## src/rtl/load_store_unit_pkg.sv

```systemverilog
// Shared types, funct3 decode and byte-lane helpers for the load/store unit.
package load_store_unit_pkg;

  typedef enum logic [1:0] {IDLE, REQ, WAIT, DONE} lsu_state_e;

  typedef enum logic [1:0] {
    SIZE_B = 2'b00,
    SIZE_H = 2'b01,
    SIZE_W = 2'b10
  } mem_size_e;

  localparam logic [2:0] F3_LB  = 3'b000;
  localparam logic [2:0] F3_LH  = 3'b001;
  localparam logic [2:0] F3_LW  = 3'b010;
  localparam logic [2:0] F3_LBU = 3'b100;
  localparam logic [2:0] F3_LHU = 3'b101;

  function automatic logic is_misaligned(input logic [2:0] funct3, input logic [1:0] lo);
    case (funct3)
      F3_LH, F3_LHU: return lo[0];
      F3_LW:         return lo != 2'b00;
      default:       return 1'b0;
    endcase
  endfunction

  // Unsigned variants only exist for loads.
  function automatic logic is_illegal(input logic [2:0] funct3, input logic store);
    case (funct3)
      F3_LB, F3_LH, F3_LW: return 1'b0;
      F3_LBU, F3_LHU:      return store;
      default:             return 1'b1;
    endcase
  endfunction

  function automatic logic [3:0] byte_enable(input logic [2:0] funct3, input logic [1:0] lo);
    case (mem_size_e'(funct3[1:0]))
      SIZE_B:  return 4'b0001 << lo;
      SIZE_H:  return 4'b0011 << lo;
      default: return 4'b1111;
    endcase
  endfunction

  function automatic logic [31:0] lane_replicate(input logic [2:0] funct3, input logic [31:0] wd);
    case (mem_size_e'(funct3[1:0]))
      SIZE_B:  return {4{wd[7:0]}};
      SIZE_H:  return {2{wd[15:0]}};
      default: return wd;
    endcase
  endfunction

endpackage

```

## src/rtl/load_store_unit_load_align.sv

```systemverilog
// Selects the addressed lane of a bus read word and sign/zero-extends it.
module load_align
  import load_store_unit_pkg::*;
(
  input  logic [31:0] rdata,
  input  logic [1:0]  lane,
  input  logic [2:0]  funct3,
  output logic [31:0] data
);

  logic [31:0] shifted;
  logic        sign_ext;

  assign shifted  = rdata >> {lane, 3'b000};
  assign sign_ext = ~funct3[2];

  always_comb begin
    data = rdata;
    case (mem_size_e'(funct3[1:0]))
      SIZE_B:  data = {{24{sign_ext & shifted[7]}}, shifted[7:0]};
      SIZE_H:  data = {{16{sign_ext & shifted[15]}}, shifted[15:0]};
      default: data = rdata;
    endcase
  end

endmodule

```

## src/rtl/load_store_unit.sv

```systemverilog
// Load/store unit: req/gnt/rvalid data-bus master that stalls the core until the access completes.
module load_store_unit
  import load_store_unit_pkg::*;
#(
  parameter int ADDR_W = 32,
  parameter int DATA_W = 32
) (
  input  logic              clk,
  input  logic              rst,
  input  logic              mem_read,
  input  logic              mem_write,
  input  logic [2:0]        funct3,
  input  logic [ADDR_W-1:0] addr,
  input  logic [DATA_W-1:0] write_data,
  output logic [DATA_W-1:0] load_data,
  output logic              stall,
  output logic              access_fault,
  output logic              bus_req,
  output logic              bus_we,
  output logic [ADDR_W-1:0] bus_addr,
  output logic [3:0]        bus_be,
  output logic [DATA_W-1:0] bus_wdata,
  input  logic              bus_gnt,
  input  logic              bus_rvalid,
  input  logic [DATA_W-1:0] bus_rdata
);

  lsu_state_e        state, next_state;
  logic              op, fault, launch;
  logic [1:0]        lane;
  logic [2:0]        funct3_q;
  logic [DATA_W-1:0] aligned;

  assign op    = mem_read | mem_write;
  assign fault = is_illegal(funct3, mem_write) | is_misaligned(funct3, addr[1:0]);

  always_ff @(posedge clk or posedge rst) begin
    if (rst) state <= IDLE;
    else     state <= next_state;
  end

  always_comb begin
    next_state   = state;
    stall        = 1'b0;
    access_fault = 1'b0;
    launch       = 1'b0;
    case (state)
      IDLE: begin
        if (op) begin
          if (fault) begin
            access_fault = 1'b1;
          end else begin
            stall      = 1'b1;
            launch     = 1'b1;
            next_state = REQ;
          end
        end
      end
      REQ: begin
        stall = 1'b1;
        if (bus_gnt) next_state = bus_we ? DONE : WAIT;
      end
      WAIT: begin
        stall = 1'b1;
        if (bus_rvalid) next_state = DONE;
      end
      DONE:    next_state = IDLE;
      default: next_state = IDLE;
    endcase
  end

  // Request fields are captured once at launch so they stay stable until gnt.
  always_ff @(posedge clk or posedge rst) begin
    if (rst) begin
      bus_req   <= 1'b0;
      bus_we    <= 1'b0;
      bus_addr  <= '0;
      bus_be    <= '0;
      bus_wdata <= '0;
      lane      <= '0;
      funct3_q  <= '0;
    end else if (launch) begin
      bus_req   <= 1'b1;
      bus_we    <= mem_write;
      bus_addr  <= {addr[ADDR_W-1:2], 2'b00};
      bus_be    <= byte_enable(funct3, addr[1:0]);
      bus_wdata <= lane_replicate(funct3, write_data);
      lane      <= addr[1:0];
      funct3_q  <= funct3;
    end else if (state == REQ && bus_gnt) begin
      bus_req   <= 1'b0;
    end
  end

  load_align u_load_align (
    .rdata  (bus_rdata),
    .lane   (lane),
    .funct3 (funct3_q),
    .data   (aligned)
  );

  always_ff @(posedge clk or posedge rst) begin
    if (rst)                               load_data <= '0;
    else if (state == WAIT && bus_rvalid)  load_data <= aligned;
  end

endmodule
```

## config.mk

```make
export PLATFORM = sky130hd
export DESIGN_NAME = load_store_unit
export DESIGN_NICKNAME = d
export VERILOG_FILES = /design/src/rtl/load_store_unit_pkg.sv /design/src/rtl/load_store_unit_load_align.sv /design/src/rtl/load_store_unit.sv
export SDC_FILE = /design/constraint.sdc
export NUM_CORES = 1
export LEC_CHECK = 0
export CAP_MARGIN = 20
export CELL_PAD_IN_SITES_DETAIL_PLACEMENT = 0
export CELL_PAD_IN_SITES_GLOBAL_PLACEMENT = 1
export CORE_ASPECT_RATIO = 0.5
export CORE_MARGIN = 2
export CORE_UTILIZATION = 33
export DETAILED_ROUTE_END_ITERATION = 10
export PLACE_DENSITY_LB_ADDON = 0.1
export SETUP_SLACK_MARGIN = 0.4
export SYNTH_ARGS = -nofsm -noshare
export SYNTH_HDL_FRONTEND = slang
export SYNTH_SLANG_ARGS = --single-unit
```

## constraint.sdc

```tcl
create_clock -name clk -period 4.3 [get_ports clk]
set_clock_uncertainty 0.1 [all_clocks]
set_input_delay 0.86 -clock clk [delete_from_list [all_inputs] [get_ports clk]]
set_output_delay 0.86 -clock clk [all_outputs]
set_load 0.01 [all_outputs]
```

==> qor.yml, run 1 <==
cts:
  cts_max_level: 3
  cts_buffers: 9
  clk_path_buf_depth: 2
  cts_tree: "built"
  cts_resized: 0
  clk_latency_ns: 0.34
  clkSinkCount: 107
  cts_hold_buf: 0
  path_clk_slew_ns: 0.07
  cts-root-buf: "clkbuf_16"
  cts_setup_buffers: 0
sta:
  max_freq_mhz: 272.2
  setup_viol: 0
  max_slew.worst_pin.slew_ns: 1.007
  setup_tns_ns: 0
  timing.final.ws_setup_ns: 0.6257
  slew_headroom: 0.3289
  period_share: 0.8545
  min_period_ns: 3.674
  slew_violations: 0
  rsz0062_at_grt: "false"
  hold_violations: 0
  hold_slack_ns: 0.3872
logic_synthesis:
  yosysWarnings: 0
  ys_top_cells_by_area: "dfrtp_1 (51%), mux2_4 (12%), mux2i_1 (5.1%)"
  synth.distinct_cells: 44
  syn_inst: 467
  syn_area_sq_um: 5255
  yosysTopAreaCell: "dfrtp_1"
  synth_top_area_share: 0.5095
  ys_seq_area_frac: 0.5095
  avgSynthCellArea_sq_um: 11.25
  synth_seq_cells: 107
power_and_ir_drop:
  power_density_nw_per_um2: 667.9
  power_uw: 5192
  peakVddDrop_mv: 0.2539
  p_leak_uw: 0.003435
setup_path:
  worst-path-max-fanout: 7
  reg2reg_setup_slack_ns: 1.40
  critPathLaunchType: "input pin"
  r2r-start: "state[0]"
  required_ns: 3.34
  r2r-end: "bus_wdata[4]"
  worstRegToRegCells: 7
  cp-end-kind: "output port"
  cp.arrival_ns: 2.71
  worstSetupPathType: "input pin to output port"
worst_hold_path:
  worstHoldPathCells: 2
  hold_path_class: "register to register"
  min_to: "bus_wdata[8]"
  min-delay-start: "bus_wdata[8]"
global_route:
  antenna_found_initial: 0
  grt_pass1_wl_microns: 23340
  grt_pass1_vias: 4182
  grt_usage: 0.1754
  grt_max_degree: 61
  grt-ovfl-total: 0
final_layout:
  fillers: 1437
  nets: 772
  diodes: 0
  postLayoutCoreUtil: 0.5017
  multiInputGateArea_sq_um: 2377
  area_delta_synth_final_pct: 47.93
  drive_gt1_frac: 0.1154
  final-seq-area_sq_um: 2678
detailed_routing:
  drc: 0
  wl_per_cell_microns: 17.05
  top_layer_used: "met4"
  route.vias.total: 4194
  dr_wl_met3_microns: 1162
  dr.pass1.iters: 4
  vias_per_cell: 4.815
  wl_met2_microns: 6310
  ant_nets: 0
  wirelength_microns: 14850
  wl_met1_microns: 7270
  drt_iter0_drc: 240
place:
  dp_worst_setup_slack_ns: 0.6095
  place.gp.congestion: 0.7696
  dp.final_hpwl_microns: 10660
  io_buffers: 206
status:
  status: "complete, no violations"
floorplanning:
  core_sq_um: 15490
  die_h_microns: 93.23
  ioPinCount: 209
  start_util: 0.3391
  rows: 32
  die_w_microns: 182.5
  die_area_sq_um: 17010
job:
  cap_viol_max_count: 0
-- cell type report --
| type | count | area share |
|---|---|---|
| multi-input combinational | 319 | 0.3058 |
| sequential | 107 | 0.3444 |
| clock buffer | 11 | 0.02994 |
| timing repair buffer | 216 | 0.2765 |
| inverter | 9 | 0.004668 |
| clock inverter | 5 | 0.005794 |
| tap | 204 | 0.03283 |
-- cell usage after synthesis, drive strengths merged --
master,instances
dfrtp,107
nand2,54
mux2,45
nand3,33
mux2i,27
o21ai,27
nor2,24
a21oi,20
buf,18
a2bb2oi,15
clkbuf,15
o211ai,15
o22ai,10
inv,9
nand3b,9
o21bai,9
ha,5
a211oi,3
a211o,2
a21o,2
a31oi,2
nand2b,2
nor3,2
nor3b,2
nor4,2
a221oi,1
a22o,1
and2,1
conb,1
nor4bb,1
o21a,1
or2,1
xnor2,1
-- cells in the final DEF, fill, tap and decap left out, drive strengths merged --
master	netlist	layout
clkdlybuf4s50	0	206
dfrtp	107	107
nand2	54	54
mux2	45	45
nand3	33	33
mux2i	27	27
o21ai	27	27
nor2	24	24
a21oi	20	20
a2bb2oi	15	15
o211ai	15	15
inv	9	12
clkbuf	15	11
o22ai	10	10
buf	18	10
nand3b	9	9
o21bai	9	9
ha	5	5
a211oi	3	3
nand2b	2	2
nor3b	2	2
nor3	2	2
a31oi	2	2
a211o	2	2
a21o	2	2
conb	1	2
nor4	2	2
a221oi	1	1
and2	1	1
o21a	1	1
nor4bb	1	1
xnor2	1	1
or2	1	1
a22o	1	1
clkinvlp	0	1
clkinv	0	1
-- per-stage QoR --
step | std cells | area (sq um)
after global routing | 871 | 7774
after CTS | 871 | 7774
after floorplan | 468 | 5259
final | 871 | 7774
after detailed placement | 855 | 7496
after global placement | 855 | 7496
-- worst max-delay path, stage by stage --
cell             delay (ns)
clkdlybuf4s50_1        0.57
a221oi_2               0.49
o21bai_4               0.08
a21oi_1                0.16
clkdlybuf4s50_1        0.55
-- cell families after synthesis --
| group | after synthesis | synth area share |
|---|---|---|
| compound gates | 108 | 0.1374 |
| xor+xnor | 1 | 0.001667 |
| fa+ha+maj | 5 | 0.01190 |
| buf+inv | 42 | 0.04095 |
| flops | 107 | 0.5095 |
| mux | 72 | 0.1786 |
| other cells | 1 | 0.0007136 |
| simple gates | 131 | 0.1193 |
-- per-layer routing --
layer / GRT usage / vias up
met1: 0.2467 / 1991
li1: - / 2059
met5: 0 / -
met4: 0.03763 / 0
met2: 0.2627 / 135
met3: 0.05802 / 9
-- how the worst max path moves through the flow --
stage	start	end	slack [ns]
after detailed placement	mem_write	bus_be[3]	0.61
after global placement	funct3[0]	stall	0.64
after CTS	funct3[0]	stall	0.61
final	funct3[0]	stall	0.63
after global routing	funct3[0]	stall	0.50
after floorplan	rst	bus_addr[10]	0.52
-- report_power, final --
part           switching [uW]  total [uW]  leakage [uW]  internal (uW)
combinational            1020        2540       0.00201           1530
sequential                361        1850       0.00130           1490
clock                     395         799      0.000133            404
total                    1770        5190       0.00343           3420
-- registers in the layout (all words and copies together) (netlist names) --
register	cells
bus_wdata	32
state	2
bus_addr	30
funct3_q	3
lane	2
bus_we	1
load_data	32
bus_be	4
bus_req	1
Power figures use the tool's default switching activity.
==> run 2, diff against run 1 <==
--- a/config.mk
+++ b/config.mk
@@ -14,6 +14,8 @@
 export DETAILED_ROUTE_END_ITERATION = 10
 export PLACE_DENSITY_LB_ADDON = 0.1
 export SETUP_SLACK_MARGIN = 0.4
+export SKIP_CTS_REPAIR_TIMING = 1
+export SLEW_MARGIN = 10
 export SYNTH_ARGS = -nofsm -noshare
 export SYNTH_HDL_FRONTEND = slang
 export SYNTH_SLANG_ARGS = --single-unit
==> results of run 2 <==
The final DEF is identical to that of run 1; final timing and power are the same.
